--- src/rtl/traffic_light_ctrl.sv ---
// Demand-actuated two-approach intersection controller with all-red clearance,
// a pedestrian walk phase and a flashing fault mode. Lamp outputs decode from flops only.
module traffic_light_ctrl #(
    parameter int unsigned CNT_W      = 8,
    parameter int unsigned MAIN_MIN   = 8,
    parameter int unsigned SIDE_GREEN = 6,
    parameter int unsigned YELLOW     = 3,
    parameter int unsigned ALLRED     = 2,
    parameter int unsigned WALK       = 5,
    parameter int unsigned FLASH_CYC  = 4
) (
    input  logic       clk,
    input  logic       reset,
    input  logic       side_req,
    input  logic       ped_req,
    input  logic       flash,
    output logic [1:0] main_light,
    output logic [1:0] side_light,
    output logic       walk,
    output logic [2:0] phase
);

    localparam longint unsigned MaxDur = 64'd1 << CNT_W;

    if (MAIN_MIN < 1 || MAIN_MIN > MaxDur) begin : g_bad_main_min
        $error("MAIN_MIN must lie in [1, 2**CNT_W]");
    end
    if (SIDE_GREEN < 1 || SIDE_GREEN > MaxDur) begin : g_bad_side_green
        $error("SIDE_GREEN must lie in [1, 2**CNT_W]");
    end
    if (YELLOW < 1 || YELLOW > MaxDur) begin : g_bad_yellow
        $error("YELLOW must lie in [1, 2**CNT_W]");
    end
    if (ALLRED < 1 || ALLRED > MaxDur) begin : g_bad_allred
        $error("ALLRED must lie in [1, 2**CNT_W]");
    end
    if (WALK < 1 || WALK > MaxDur) begin : g_bad_walk
        $error("WALK must lie in [1, 2**CNT_W]");
    end
    if (FLASH_CYC < 1 || FLASH_CYC > MaxDur) begin : g_bad_flash_cyc
        $error("FLASH_CYC must lie in [1, 2**CNT_W]");
    end

    // Timers count down from DUR-1 so a phase lasts exactly DUR cycles.
    localparam logic [CNT_W-1:0] MainLd   = CNT_W'(MAIN_MIN - 1);
    localparam logic [CNT_W-1:0] SideLd   = CNT_W'(SIDE_GREEN - 1);
    localparam logic [CNT_W-1:0] YellowLd = CNT_W'(YELLOW - 1);
    localparam logic [CNT_W-1:0] AllredLd = CNT_W'(ALLRED - 1);
    localparam logic [CNT_W-1:0] WalkLd   = CNT_W'(WALK - 1);
    localparam logic [CNT_W-1:0] FlashLd  = CNT_W'(FLASH_CYC - 1);

    localparam logic [1:0] LampRed    = 2'b00;
    localparam logic [1:0] LampYellow = 2'b01;
    localparam logic [1:0] LampGreen  = 2'b10;
    localparam logic [1:0] LampOff    = 2'b11;

    typedef enum logic [2:0] {
        StArm = 3'd0,
        StMg  = 3'd1,
        StMy  = 3'd2,
        StArs = 3'd3,
        StPw  = 3'd4,
        StSg  = 3'd5,
        StSy  = 3'd6,
        StFl  = 3'd7
    } state_e;

    state_e           state_q, state_d;
    logic [CNT_W-1:0] timer_q, timer_d;
    logic             side_pend_q, side_pend_d;
    logic             ped_pend_q, ped_pend_d;
    logic             blink_q, blink_d;
    logic             timer_zero;

    function automatic logic [CNT_W-1:0] load_val(input state_e s);
        logic [CNT_W-1:0] v;
        v = AllredLd;
        unique case (s)
            StArm, StArs: v = AllredLd;
            StMg:         v = MainLd;
            StMy, StSy:   v = YellowLd;
            StPw:         v = WalkLd;
            StSg:         v = SideLd;
            StFl:         v = FlashLd;
        endcase
        return v;
    endfunction

    always_ff @(posedge clk or posedge reset) begin
        if (reset) begin
            state_q     <= StArm;
            timer_q     <= AllredLd;
            side_pend_q <= 1'b0;
            ped_pend_q  <= 1'b0;
            blink_q     <= 1'b1;
        end else begin
            state_q     <= state_d;
            timer_q     <= timer_d;
            side_pend_q <= side_pend_d;
            ped_pend_q  <= ped_pend_d;
            blink_q     <= blink_d;
        end
    end

    assign timer_zero = (timer_q == '0);

    // A request arriving during its own service phase is dropped; flash wipes all demand.
    always_comb begin
        side_pend_d = (side_pend_q | side_req) & (state_q != StSg) & ~flash;
        ped_pend_d  = (ped_pend_q | ped_req) & (state_q != StPw) & ~flash;
    end

    always_comb begin
        state_d = state_q;
        timer_d = timer_q;
        blink_d = 1'b1;

        if (flash) begin
            if (state_q != StFl) begin
                state_d = StFl;
                timer_d = FlashLd;
            end else if (timer_zero) begin
                blink_d = ~blink_q;
                timer_d = FlashLd;
            end else begin
                blink_d = blink_q;
                timer_d = timer_q - 1'b1;
            end
        end else if (state_q == StFl) begin
            state_d = StArm;
            timer_d = AllredLd;
        end else begin
            if (timer_zero) begin
                unique case (state_q)
                    StArm: state_d = StMg;
                    StMg:  state_d = (side_pend_q | ped_pend_q) ? StMy : StMg;
                    StMy:  state_d = StArs;
                    StArs: state_d = ped_pend_q ? StPw : (side_pend_q ? StSg : StArm);
                    StPw:  state_d = side_pend_q ? StSg : StArm;
                    StSg:  state_d = StSy;
                    StSy:  state_d = StArm;
                    StFl:  state_d = StArm;
                endcase
            end
            // Timer saturates at zero so MG can wait for demand indefinitely.
            if (state_d != state_q) begin
                timer_d = load_val(state_d);
            end else if (!timer_zero) begin
                timer_d = timer_q - 1'b1;
            end
        end
    end

    always_comb begin
        main_light = LampRed;
        side_light = LampRed;
        walk       = 1'b0;
        phase      = state_q;
        unique case (state_q)
            StArm, StArs: ;
            StPw:  walk = 1'b1;
            StMg:  main_light = LampGreen;
            StMy:  main_light = LampYellow;
            StSg:  side_light = LampGreen;
            StSy:  side_light = LampYellow;
            StFl: begin
                main_light = blink_q ? LampYellow : LampOff;
                side_light = blink_q ? LampRed : LampOff;
            end
        endcase
    end

endmodule
--- config.mk ---
export PLATFORM = sky130hd
export DESIGN_NAME = traffic_light_ctrl
export DESIGN_NICKNAME = d
export VERILOG_FILES = /design/src/rtl/traffic_light_ctrl.sv
export SDC_FILE = /design/constraint.sdc
export NUM_CORES = 1
export LEC_CHECK = 0
export ABC_AREA = 0
export CORE_MARGIN = 4
export CORE_UTILIZATION = 58
export DETAILED_ROUTE_END_ITERATION = 6
export PLACE_DENSITY_LB_ADDON = 0.08
export SYNTH_ARGS = -nofsm -noshare
export SYNTH_HDL_FRONTEND = slang
export SYNTH_SLANG_ARGS = --single-unit
--- constraint.sdc ---
create_clock -name clk -period 6.4 [get_ports clk]
set_input_delay 0.64 -clock clk [delete_from_list [all_inputs] [get_ports clk]]
set_output_delay 0.64 -clock clk [all_outputs]
set_load 0.02 [all_outputs]
== Yosys cells after proc, flatten, opt, wreduce, memory -nomap -nowiden ==
Memory sizes are Yosys's and may differ from the RTL's.
Index checks and enable logic that the tools add are counted.

* ROM bits: 24
* Logic and storage cells: 56
* Input bits: 5
* RAM bits: 0
* Memories: 1
* Output and inout bits: 8
* Latch bits: 0
* Flip-flop bits (word level): 14

{| class="wikitable"
|+ Memory list
! name !! words !! width !! read ports !! clocked after memory_dff !! write ports !! line !! text
|-
| (no name shown) || 8 || 3 || 1 || 0 || 0 || 78 || <nowiki>unique case (s)</nowiki>
|}

* Div/mod/pow operators: 0
* Bitwise gates (word level): 9
* Eq/ne operators: 14
* $add $sub $neg: 1
* Shift operators: 0
* Muxes and demuxes: 24
* $lt $le $gt $ge: 0
* Reductions and logical operators: 2
* $mul: 0

{| class="wikitable"
|+ Operators with widths
! operator !! number
|-
| 2-to-1 mux 8 bit || 6
|-
| 2-to-1 mux 3 bit || 8
|-
| one-hot mux 3 bit (7 select lines) || 1
|-
| equality test 3 bit, second input constant || 4
|-
| one-hot mux 2 bit (3 select lines) || 2
|-
| != test 3 bit, second input constant || 3
|-
| zero test 8 bit || 1
|-
| subtractor 8 x 1 -> 8 bit, second input constant || 1
|-
| equality test 3 x 2 -> 1 bit, second input constant || 2
|-
| 2-to-1 mux 2 bit || 3
|-
| AND 1 bit || 4
|-
| 2-to-1 mux 1 bit || 4
|-
| != test 4 x 2 -> 1 bit, second input constant || 1
|-
| equality test 3 x 1 -> 1 bit, second input constant || 1
|-
| zero test 3 bit || 1
|-
| != test 3 x 1 -> 1 bit, second input constant || 1
|-
| != test 3 bit || 1
|-
| bitwise OR 1 bit || 3
|-
| != test 2 x 1 -> 1 bit, second input constant || 1
|-
| inverter 1 bit || 2
|}

== Logic depth before layout (Yosys ltp) ==
Gate-level depths: netlist of the first run.

* Word-level depth: 10
* Depth in mapped cells: 12
* Mapped depth without buffers: 11

== Worst setup path after synthesis of the first run ==
OpenSTA, ideal clock, no wires.

* Kind: reg2reg
* From: reg timer_q[0]
* To: reg timer_q[1]
* Setup slack: 3.776 ns
* Setup time: 0.121 ns
* Arrival time: 2.503 ns
* Required time: 6.279 ns
* Buffers on the path: 0
* Stages on the path, launching flop included: 12
* Clock period less this slack: 2.624 ns
* Path through: dfstp_2 inv_1 ha_1 nor3b_2 nand2_1 o21ai_0 a222oi_1 inv_1 ha_1 a221oi_1 a311o_1 a22o_1

* Cells in the longest elaborated chain, start to end: 8
* Elaborated cells on any way between the ends: 14
* Classes of those cells: add/sub: 1; eq/ne: 2; mux: 9; reduce/logical: 1; memory: 1

{| class="wikitable"
|+ RTL lines
! what !! line !! text
|-
| start: declaration || 69 || <nowiki>logic [CNT_W-1:0] timer_q, timer_d;</nowiki>
|-
| start signal: assignment || 92 || <nowiki>timer_q <= AllredLd;</nowiki>
|-
| start signal: assignment || 98 || <nowiki>timer_q <= timer_d;</nowiki>
|-
| zero test 8 bit || 105 || <nowiki>assign timer_zero = (timer_q == '0);</nowiki>
|-
| 2-to-1 mux 3 bit || 133 || <nowiki>if (timer_zero) begin</nowiki>
|-
| 2-to-1 mux 3 bit || 129 || <nowiki>end else if (state_q == StFl) begin</nowiki>
|-
| 2-to-1 mux 3 bit || 118 || <nowiki>if (flash) begin</nowiki>
|-
| memory read (8 x 3 bit) or != test 3 bit (tied branches) || - ||
|-
| 2-to-1 mux 8 bit || 146 || <nowiki>if (state_d != state_q) begin</nowiki>
|-
| 2-to-1 mux 8 bit || 129 ||
|-
| 2-to-1 mux 8 bit || 118 ||
|}

Several ways; a longest one is shown, not always the timed one. The select of a mux whose other input is x is not followed.
A chain may end at the register's enable or synchronous reset.

== Worst setup path after layout of the first run ==
* From: reg timer_q[1]
* To: reg timer_q[1]

The elaborated chain is that of the path after synthesis.

==> run_results.csv, run 1 <==
group,metric,value,unit
outcome,outcome,"finished clean",
clock_network,cts_made_buffers,3,
synth,avgSynthCellArea,8.212,um^2
global_route,overflow,0,
synth,synth-seq-area-share,34.10,%
drt,drtAntennaViolNets,0,
timing,setup_viol,0,
global_route,grt_pass1_wl,4.181,mm
synth,synth_edf_count,0,
power,p_int,349.0,uW
clock_network,cts_tree,"yes",
synth,ys_seq_elements,14,
die,die_h,50.24,um
power,combinationalPowerShare,63.7,%
timing,slew_viol_final,0,
synth,netlist.area_leader.share,29.02,%
power,clkPwrFrac,7.5,%
drt,wl_per_cell,15.73,um
clock_network,clkLatencyLatePin,0.29,ns
layout,nets,145,
layout,n_fill_cell,118,
die,coreArea,0.001594,mm^2
power,p_leak,0.4900,nW
die,die_w,50.24,um
timing,worst_pin_slew,0.5320,ns
synth,yosysTopAreaCell,"dfrtp_1",
global_route,grt_max_degree,18,
drt,drt_iter0_drc,91,
timing,relSlewSlack,64.50,%
worst_setup_path,cp-start-kind,"flop",
clock_network,postCtsHoldBufs,0,
power,ir_worst_vdd,0.3725,mV
layout,final_layout_size_suffix_gt1_share,8.088,%
global_route,antenna_found_initial,0,
synth,synth_most_common_cell,"nor2_1",
flow_run,cap_violations,0,
layout,n_antenna_cell,0,
clock_network,cts_root_buffer,"clkbuf_4",
drt,route.detailed.drc,0,
clock_network,cts_num_sinks,14,
clock_network,ctsResizeCount,0,
synth,synth_flop_cell,"dfrtp_1",
worst_hold_path,hp-class,"reg2reg",
synth,synthesis.area,0.001035,mm^2
drt,dr.pass1.iters,5,
power,p_per_area,601.4,mW/mm^2
clock_network,htreeDepth,1,
layout,multi_input_area,613.1,um^2
timing,fmaxAchievable,0.3288,GHz
timing,finClkSkew,0.008390,ns
drt,via_per_inst,6.381,
die,num_rows,14,
drt,routed_wl,2.516,mm
timing,tns,0,ns
die,io-pin-count,13,
global_route,track_usage,21.46,%
placement,portBuffers,12,
drt,num_vias,1021,
power,power_switching,358.2,uW
worst_setup_path,cp-end-kind,"flop",
placement,gp_congestion,0.9783,
worst_setup_path,setup.worst_path.class,"reg2reg",
worst_setup_path,cp.arrival,3.22,ns
timing,hold_viol_final,0,
worst_setup_path,crit_fanout,10,
synth,ys_top_cells_by_area,"dfrtp_1 29%, nor2_1 5.8%, dfstp_2 5.1%, a21oi_1 4.4%, nand2_1 4.0%",
timing,rsz0062_at_grt,"no",
timing,min_period,3.041,ns
layout,fin_util,73.78,%
power,seqPwrFrac,28.8,%
clock_network,cts_setup_buffers,0,
synth,syn_inst,126,
timing,post-route-period-util,47.52,%
synth,synth-async-reset-ratio,100.0,%
placement,dpl.hpwl,1.838,mm
clock_network,cts_buffer_depth,2,
synth,syn_nets,134,
synth,yosys-top-cells-count,"16 x nor2_1, 12 x dfrtp_1, 11 x nand2_1, 9 x a21oi_1, 9 x inv_1",
clock_network,clkTransAtPathRegs,0.09,ns
power,swShare,50.65,%
synth,synth_warnings,0,
layout,regArea,352.8,um^2
layout,area_growth,13.66,%
global_route,grt_pass1_vias,939,
worst_setup_path,required,6.58,ns
synth,synth.distinct_cells,46,
die,die_area,0.002524,mm^2
die,start_util,64.91,%
## cells by family after synthesis
group                    after synthesis  synth area share (%)
AND/OR/NAND/NOR                       50                 25.03
AO/OA/AOI/OAI                         40                 27.21
buffers and inverters                 15                 6.650
flip-flops                            14                 34.10
XOR/XNOR                               4                 3.386
adder cells (fa/ha/maj)                3                 3.628
## cell usage in the layout, fill, tap and decap left out, types with 2 or more instances in the layout
cell type        netlist  final
xnor2_1                2      2
a221o_1                2      2
inv_1                  9      9
a31oi_1                3      3
dfrtp_1               12     12
dfstp_2                2      2
a21oi_1                9      9
clkbuf_4               0      3
o221ai_1               2      2
nand3_1                4      4
and2_1                 2      2
o21a_1                 2      2
nand2b_1               2      2
o21ai_0                5      5
clkdlybuf4s50_1        0     12
nand2_1               11     11
nor3_1                 6      6
o31ai_1                2      2
nor2_1                16     16
nor2b_1                2      2
xor2_1                 2      2
ha_1                   3      3
## cell type report
type                            instances  share of cell area, %
Clock buffer                            4                  2.234
Inverter                                9                  2.872
Multi-Input combinational cell         97                  52.13
Sequential cell                        14                  30.00
Tap cell                               24                  2.553
Timing Repair Buffer                   12                  10.21
## power groups by stage
stage          clock, mW  sequential [mW]  combinational [mW]
4_1_cts           0.0541            0.200               0.442
5_1_grt           0.0592            0.213               0.494
3_5_place_dp           0            0.202               0.439
3_3_place_gp           0            0.200               0.426
6_report          0.0527            0.204               0.451
2_1_floorplan          0            0.180               0.349
## critical path: stages, from the launching register on
cell	delay (ns)
dfrtp_1	0.41
inv_1	0.06
ha_1	0.18
nor3b_2	0.34
and2_1	0.43
o21ai_2	0.09
a222oi_1	0.44
inv_1	0.11
ha_1	0.29
a221oi_1	0.07
a311o_1	0.32
a22o_1	0.19
## path summary, 6_finish.rpt
path / start / end / slack, ns / cells past startpoint
min: timer_q[1]$_DFFE_PP0P_ / timer_q[1]$_DFFE_PP0P_ / 0.55 / 1
max in group asynchronous: reset / timer_q[0]$_DFFE_PP1P_ / 5.35 / 2
min in group asynchronous: reset / phase[0]$_DFFE_PP0P_ / 0.68 / 2
max reg2reg: timer_q[1]$_DFFE_PP0P_ / timer_q[1]$_DFFE_PP0P_ / 3.36 / 11
max: timer_q[1]$_DFFE_PP0P_ / timer_q[1]$_DFFE_PP0P_ / 3.36 / 11
min reg2reg: timer_q[1]$_DFFE_PP0P_ / timer_q[1]$_DFFE_PP0P_ / 0.55 / 1
## state kept, by name, summed over array words and instances (netlist names)
signal,cells
phase,3
side_pend_q,1
blink_q,1
ped_pend_q,1
timer_q,8
## through the flow
stage	hold WS (ns)	power [mW]	worst slack, ns	cells	instance area, um^2
after floorplan	0.4972	0.5288	3.776	126	1035
after global placement	0.5197	0.6257	3.564	156	1150
after detailed placement	0.5314	0.6407	3.441	156	1150
after CTS	0.5498	0.6966	3.415	160	1176
after global routing	0.5831	0.7658	3.145	160	1176
final	0.5483	0.7073	3.359	160	1176
## layer usage
metal | vias to the layer above | track usage (%) | wire length (um)
met5 | - | 0 | 0
met4 | 0 | 6.912 | 48
met3 | 8 | 5.325 | 201
met2 | 52 | 33.48 | 1145
met1 | 480 | 28.99 | 1120
li1 | 481 | - | -
Power figures use the tool's default switching activity.
==> inputs of run 2 (changes only) <==
- CORE_UTILIZATION: 58 -> 54
- clock period: 6.4 -> 3.1 ns (I/O delays scaled with it)
==> run_results.csv, run 2 (synthesis gave the netlist of run 1 again) <==
group,metric,value,unit
global_route,antenna_found_initial,0,
die,coreArea,0.001764,mm^2
die,io-pin-count,13,
outcome,outcome,"finished clean",
layout,final_cells,163,
drt,dr.pass1.iters,4,
die,die_h,51.78,um
clock_network,ctsResizeCount,0,
layout,final_layout_size_suffix_gt1_share,10.14,%
clock_network,clkLatencyLatePin,0.29,ns
die,die_w,51.78,um
clock_network,clkTransAtPathRegs,0.09,ns
worst_setup_path,cp-start-kind,"flop",
clock_network,cts_made_buffers,3,
die,num_rows,15,
clock_network,cts_num_sinks,14,
global_route,grt_max_degree,18,
worst_setup_path,crit_fanout,6,
layout,final_cell_mix,"16 x nor2_1, 12 x clkdlybuf4s50_1, 12 x dfrtp_1",
timing,min_period,2.779,ns
timing,setup_viol,0,
worst_setup_path,cp.arrival,2.97,ns
timing,fmaxAchievable,0.3598,GHz
timing,hold_viol_final,0,
timing,slew_viol_final,0,
global_route,grt_pass1_vias,897,
timing,rsz0062_at_grt,"no",
drt,wl_per_cell,14.64,um
timing,relSlewSlack,64.96,%
layout,largest-register,"timer_q",
layout,final_common_cell,"nor2_1",
timing,finClkSkew,0.004467,ns
clock_network,postCtsHoldBufs,0,
placement,dpl.hpwl,1.770,mm
clock_network,cts_buffer_depth,2,
drt,route.detailed.drc,0,
power,p_leak,0.5056,nW
worst_hold_path,hp-class,"in2async",
timing,tns,0,ns
placement,post-place-cells,159,
power,p_per_area,1234,mW/mm^2
worst_setup_path,setup.worst_path.class,"reg2reg",
flow_run,cap_violations,0,
die,die_area,0.002681,mm^2
die,start_util,58.65,%
placement,gp_congestion,0.8813,
clock_network,htreeDepth,1,
global_route,grt_pass1_wl,4.229,mm
power,ir_worst_vdd,0.7722,mV
layout,area_growth,16.20,%
layout,largest_reg_flops,8,
worst_setup_path,cp-end-kind,"flop",
drt,drt_iter0_drc,30,
worst_setup_path,required,3.29,ns
drt,routed_wl,2.386,mm
drt,via_per_inst,6.000,
clock_network,cts_tree,"yes",
global_route,overflow,0,
timing,worst_pin_slew,0.5250,ns
layout,nets,147,
global_route,track_usage,21.02,%
clock_network,cts_setup_buffers,0,
clock_network,cts_root_buffer,"clkbuf_4",
drt,drtAntennaViolNets,0,
layout,n_antenna_cell,0,
timing,post-route-period-util,89.66,%
placement,portBuffers,12,
drt,num_vias,978,
worst_setup_path,reg2reg_depth,11,
-- run 2: cell types whose count changed in the layout (fill, tap and decap cells not counted), sizes merged --
cell  before  now
buf        0    2
-- run 2: critical path, stage by stage (launching register included) --
cell	delay, ns
dfrtp_1	0.41
inv_1	0.06
ha_1	0.18
nor3b_2	0.33
and2_1	0.25
o21ai_2	0.07
a222oi_1	0.42
inv_1	0.09
ha_1	0.29
a221oi_1	0.07
a311o_1	0.32
a22o_1	0.19
-- run 2: final cells by class --
cell class              instances  area, um^2
multi-input cells              97       613.1
fillers                       153       561.8
flip-flops and latches         14       352.8
repair buffers                 14       135.1
clock buffers                   4       36.28
inverters                       9       33.78
well taps                      25       31.28
-- run 2: layer usage --
layer	GRT usage, %	up-vias	wire length (um)
li1	-	484	-
met1	29.24	454	1144
met2	32.84	36	1079
met3	2.579	4	131
met4	8.734	0	30
met5	0	-	0
-- run 2: worst paths after layout --
path	endpoint	slack, ns	from
min reg2reg	timer_q[1]$_DFFE_PP0P_	0.55	timer_q[1]$_DFFE_PP0P_
min	timer_q[1]$_DFFE_PP0P_	0.36	reset
max in group asynchronous	blink_q$_DFFE_PP1P_	2.37	reset
min in group clk	timer_q[1]$_DFFE_PP0P_	0.55	timer_q[1]$_DFFE_PP0P_
max	timer_q[1]$_DFFE_PP0P_	0.32	timer_q[1]$_DFFE_PP0P_
max reg2reg	timer_q[1]$_DFFE_PP0P_	0.32	timer_q[1]$_DFFE_PP0P_
-- run 2: power by group --
part / internal [mW] / total, mW / switching, mW
Clock: 0.0715 / 0.136 / 0.0647
Sequential: 0.265 / 0.412 / 0.147
Combinational: 0.425 / 0.935 / 0.510
Total: 0.762 / 1.48 / 0.722
-- run 2: through the flow --
| stage | cell area, um^2 | hold WS [ns] | utilization, % | power, mW | setup WS [ns] |
|---|---|---|---|---|---|
| 6_report | 1202 | 0.3573 | 68.16 | 1.484 | 0.3205 |
| 5_1_grt | 1202 | 0.4072 | 68.16 | 1.618 | 0.09837 |
| 4_1_cts | 1202 | 0.3761 | 68.16 | 1.480 | 0.3397 |
| 3_5_place_dp | 1166 | 0.5404 | 66.10 | 1.341 | 0.3570 |
| 3_3_place_gp | 1166 | 0.5336 | 66.10 | 1.323 | 0.4044 |
| 2_1_floorplan | 1035 | 0.1978 | - | 1.092 | 0.4757 |
==> patch, RTL diff (config.mk and constraints of run 1) <==
`CNT_W`: 8 -> 10.
--- a/src/rtl/traffic_light_ctrl.sv
+++ b/src/rtl/traffic_light_ctrl.sv
@@ -3,3 +3,3 @@
 module traffic_light_ctrl #(
-    parameter int unsigned CNT_W      = 8,
+    parameter int unsigned CNT_W      = 10,
     parameter int unsigned MAIN_MIN   = 8,
Check against the original RTL: no difference found for any inputs over 10 cycles, from zero or initial values and one cycle with reset high; that may be too few to reach the edited logic, so the function may still have changed.
==> patch against run 1 <==
  * Via count rose by 0.49%
  * Critical path type is now flop to output port
  * Worst hold slack better by 0.023 ns
  * Power rose by 5.4%
  * Critical endpoint is now main_light[0]
  * Non-clock buffer count unchanged
  * Synthesized area grew 8.2%
  * Synthesized cell count is 0.79% higher
  * Routed wire length grew 0.64%
  * Sequential cell count is 2 higher
  * Count of clock-buffer cells in the layout unchanged
  * Design area is 9.5% higher
  * Largest cell class unchanged
  * Critical path depth is 8 lower
  * Final cell count is 1.9% higher
  * Worst setup slack better by 0.46 ns
==> patch: results (changes against run 1) <==
| Metric | Value |
|---|---|
| Layout cells sized above 1 | 10.9% (+2.8 points) |
| Leak | 0.561 nW (+14%) |
| Xor/xnor share of the synthesized area | 3.91% (+0.52 points) |
| Met1 Use GR | 29.7% (+0.74 points) |
| Cells after Synth | 127 (+0.79%) |
| Clock transition at path regs | 0.09 ns (about the same) |
| Number of placed cells counting well taps | 159 (+1.9%) |
| Vias | 1026 (+0.49%) |
| Detailed Routing Iterations Pass 1 | 4 (-1) |
| Largest net degree at the start of global routing | 17 (-1) |
| Sequential area share after synthesis | 36.0% (+1.9 points) |
| Gr usage total | 22.1% (+0.69 points) |
| Worst Hold Class | flop to flop |
| I/O Buffers | 12 (unchanged) |
| Crit path max fanout | 13 (+3) |
| Slew margin rel. | 58.9% (-5.6 points) |
| Vias per cell | 6.29 (-1.4%) |
| Grt met2 use | 32.0% (-1.5 points) |
| H-tree levels | 1 (unchanged) |
| Syn Nets | 135 (+0.75%) |
| DP HPWL | 1.85 mm (+0.64%) |
| Synth Area in Adders | 3.35% (-0.28 points) |
| Antenna cells | 0 (unchanged) |
| CP arrival | 1.94 ns (-1.28 ns) |
| Vias in the first global route | 963 (+2.6%) |
| Iteration-0 DRC Markers | 37 (-59%) |
| Postcts setup bufs | 0 (unchanged) |
| Synth unique cells | 46 (unchanged) |
| Post-detailed-route wirelength per cell | 15.5 um (-1.2%) |
| Met3 Use GR | 4.87% (-0.45 points) |
| Synth Warn # | 0 (unchanged) |
| Mux contribution to synthesized area | 0% (unchanged) |
| DRC | 0 (unchanged) |
| Clock root buffer | clkbuf_4 |
| Peak supply drop | 295 uV (-21%) |
| Fillers | 135 (+14%) |
| Largest Register | timer_q |
| Most common library cells after synthesis | dfrtp_1, nor2_1, a21oi_1 |
| Ranking of synthesized cells by area | dfrtp_1, dfstp_2, nor2_1 |
| Compound-Gate Fraction of Synth Area | 23.9% (-3.3 points) |
| Initial antenna violation count | 0 (unchanged) |
| Post-CTS Resized | 0 (unchanged) |
| Max FFs per register | 10 (+2) |
| Clock buffer depth | 2 (unchanged) |
| # nets final | 147 (+1.4%) |
| Pre-CTS WS | 3.93 ns (+0.493 ns) |
| Hold-fix buffers, CTS | 0 (unchanged) |
| Routability cong. | 0.896 (-8.5%) |
| Final setup TNS | 0 ns (unchanged) |
| Ys async rst share | 100% (unchanged) |
| First-pass GRT wire length | 4.34 mm (+3.8%) |
| Insertion delay to the later sink of the worst-skew pair | 0.30 ns |
| Clock Skews | 0.00902 ns (+0.000634 ns) |
| NetSw | 0.368 mW (+2.7%) |
| CTS buffer count | 3 (unchanged) |
| Run status | complete, no violations |
-- patch: changes by cell type after synthesis, sizes merged, moves of 3 or more --
cell	delta
nor2	-3
nand4	+3
nor3	-3
and3	+3
o21ai	-3
nand2	-3
-- patch: logic make-up (layout without fill, tap and decap cells) --
kind of cell	count (synthesis)	count (layout)
xor gates and xnor gates	5	5
buffers and inverters	13	24
DFF	16	16
adders and majority gates	3	3
AOI/OAI and AO/OA	38	38
and+or+nand+nor	52	52
-- patch: layer usage --
metal / wire length, um / up-vias / share of wire [%]
met5: 0 / - / 0
met4: 64 / 0 / 2.5
met3: 136 / 7 / 5.4
met2: 1170 / 38 / 46
met1: 1160 / 495 / 46
li1: - / 486 / -
-- patch: critical path, stage by stage, from the launching register on --
cell and delay, ns:
dfrtp_1 0.53, or2_2 0.37, a21oi_1 0.12, clkdlybuf4s50_1 0.61
-- patch: power groups by stage --
stage	Clock [mW]	Combinational, mW	Sequential [mW]
floorplan	0	0.344	0.203
global placement	0	0.436	0.223
detailed placement	0	0.444	0.227
CTS	0.0713	0.448	0.224
global route	0.0754	0.495	0.235
finish	0.0701	0.448	0.227
-- patch: cell type report --
| type | count | area [um2] | area share (%) |
|---|---|---|---|
| Multi-Input combinational cell | 98 | 667 | 51.8 |
| Tap cell | 25 | 31.3 | 2.43 |
| Clock buffer | 4 | 36.3 | 2.82 |
| Inverter | 8 | 30.0 | 2.33 |
| Sequential cell | 16 | 403 | 31.3 |
| Timing Repair Buffer | 12 | 120 | 9.33 |
-- patch: path summary, 6_finish.rpt --
check	start	to	slack (ns)	cells after the start
hold reg to reg	timer_q[9]$_DFFE_PP0P_	timer_q[9]$_DFFE_PP0P_	0.57	2
setup / recovery	phase[0]$_DFFE_PP0P_	main_light[0]	3.82	3
min in group asynchronous	reset	ped_pend_q$_DFF_PP0_	0.69	2
max in group asynchronous	reset	timer_q[7]$_DFFE_PP0P_	5.30	2
setup reg to reg	timer_q[1]$_DFFE_PP0P_	timer_q[1]$_DFFE_PP0P_	3.91	10
hold / removal	timer_q[9]$_DFFE_PP0P_	timer_q[9]$_DFFE_PP0P_	0.57	2
-- patch: stage by stage --
stage / hold WS [ns] / instance area, um2
after floorplan: 0.521 / 1120
after global placement: 0.540 / 1250
after detailed placement: 0.554 / 1250
after CTS: 0.567 / 1290
after global routing: 0.603 / 1290
final: 0.571 / 1290
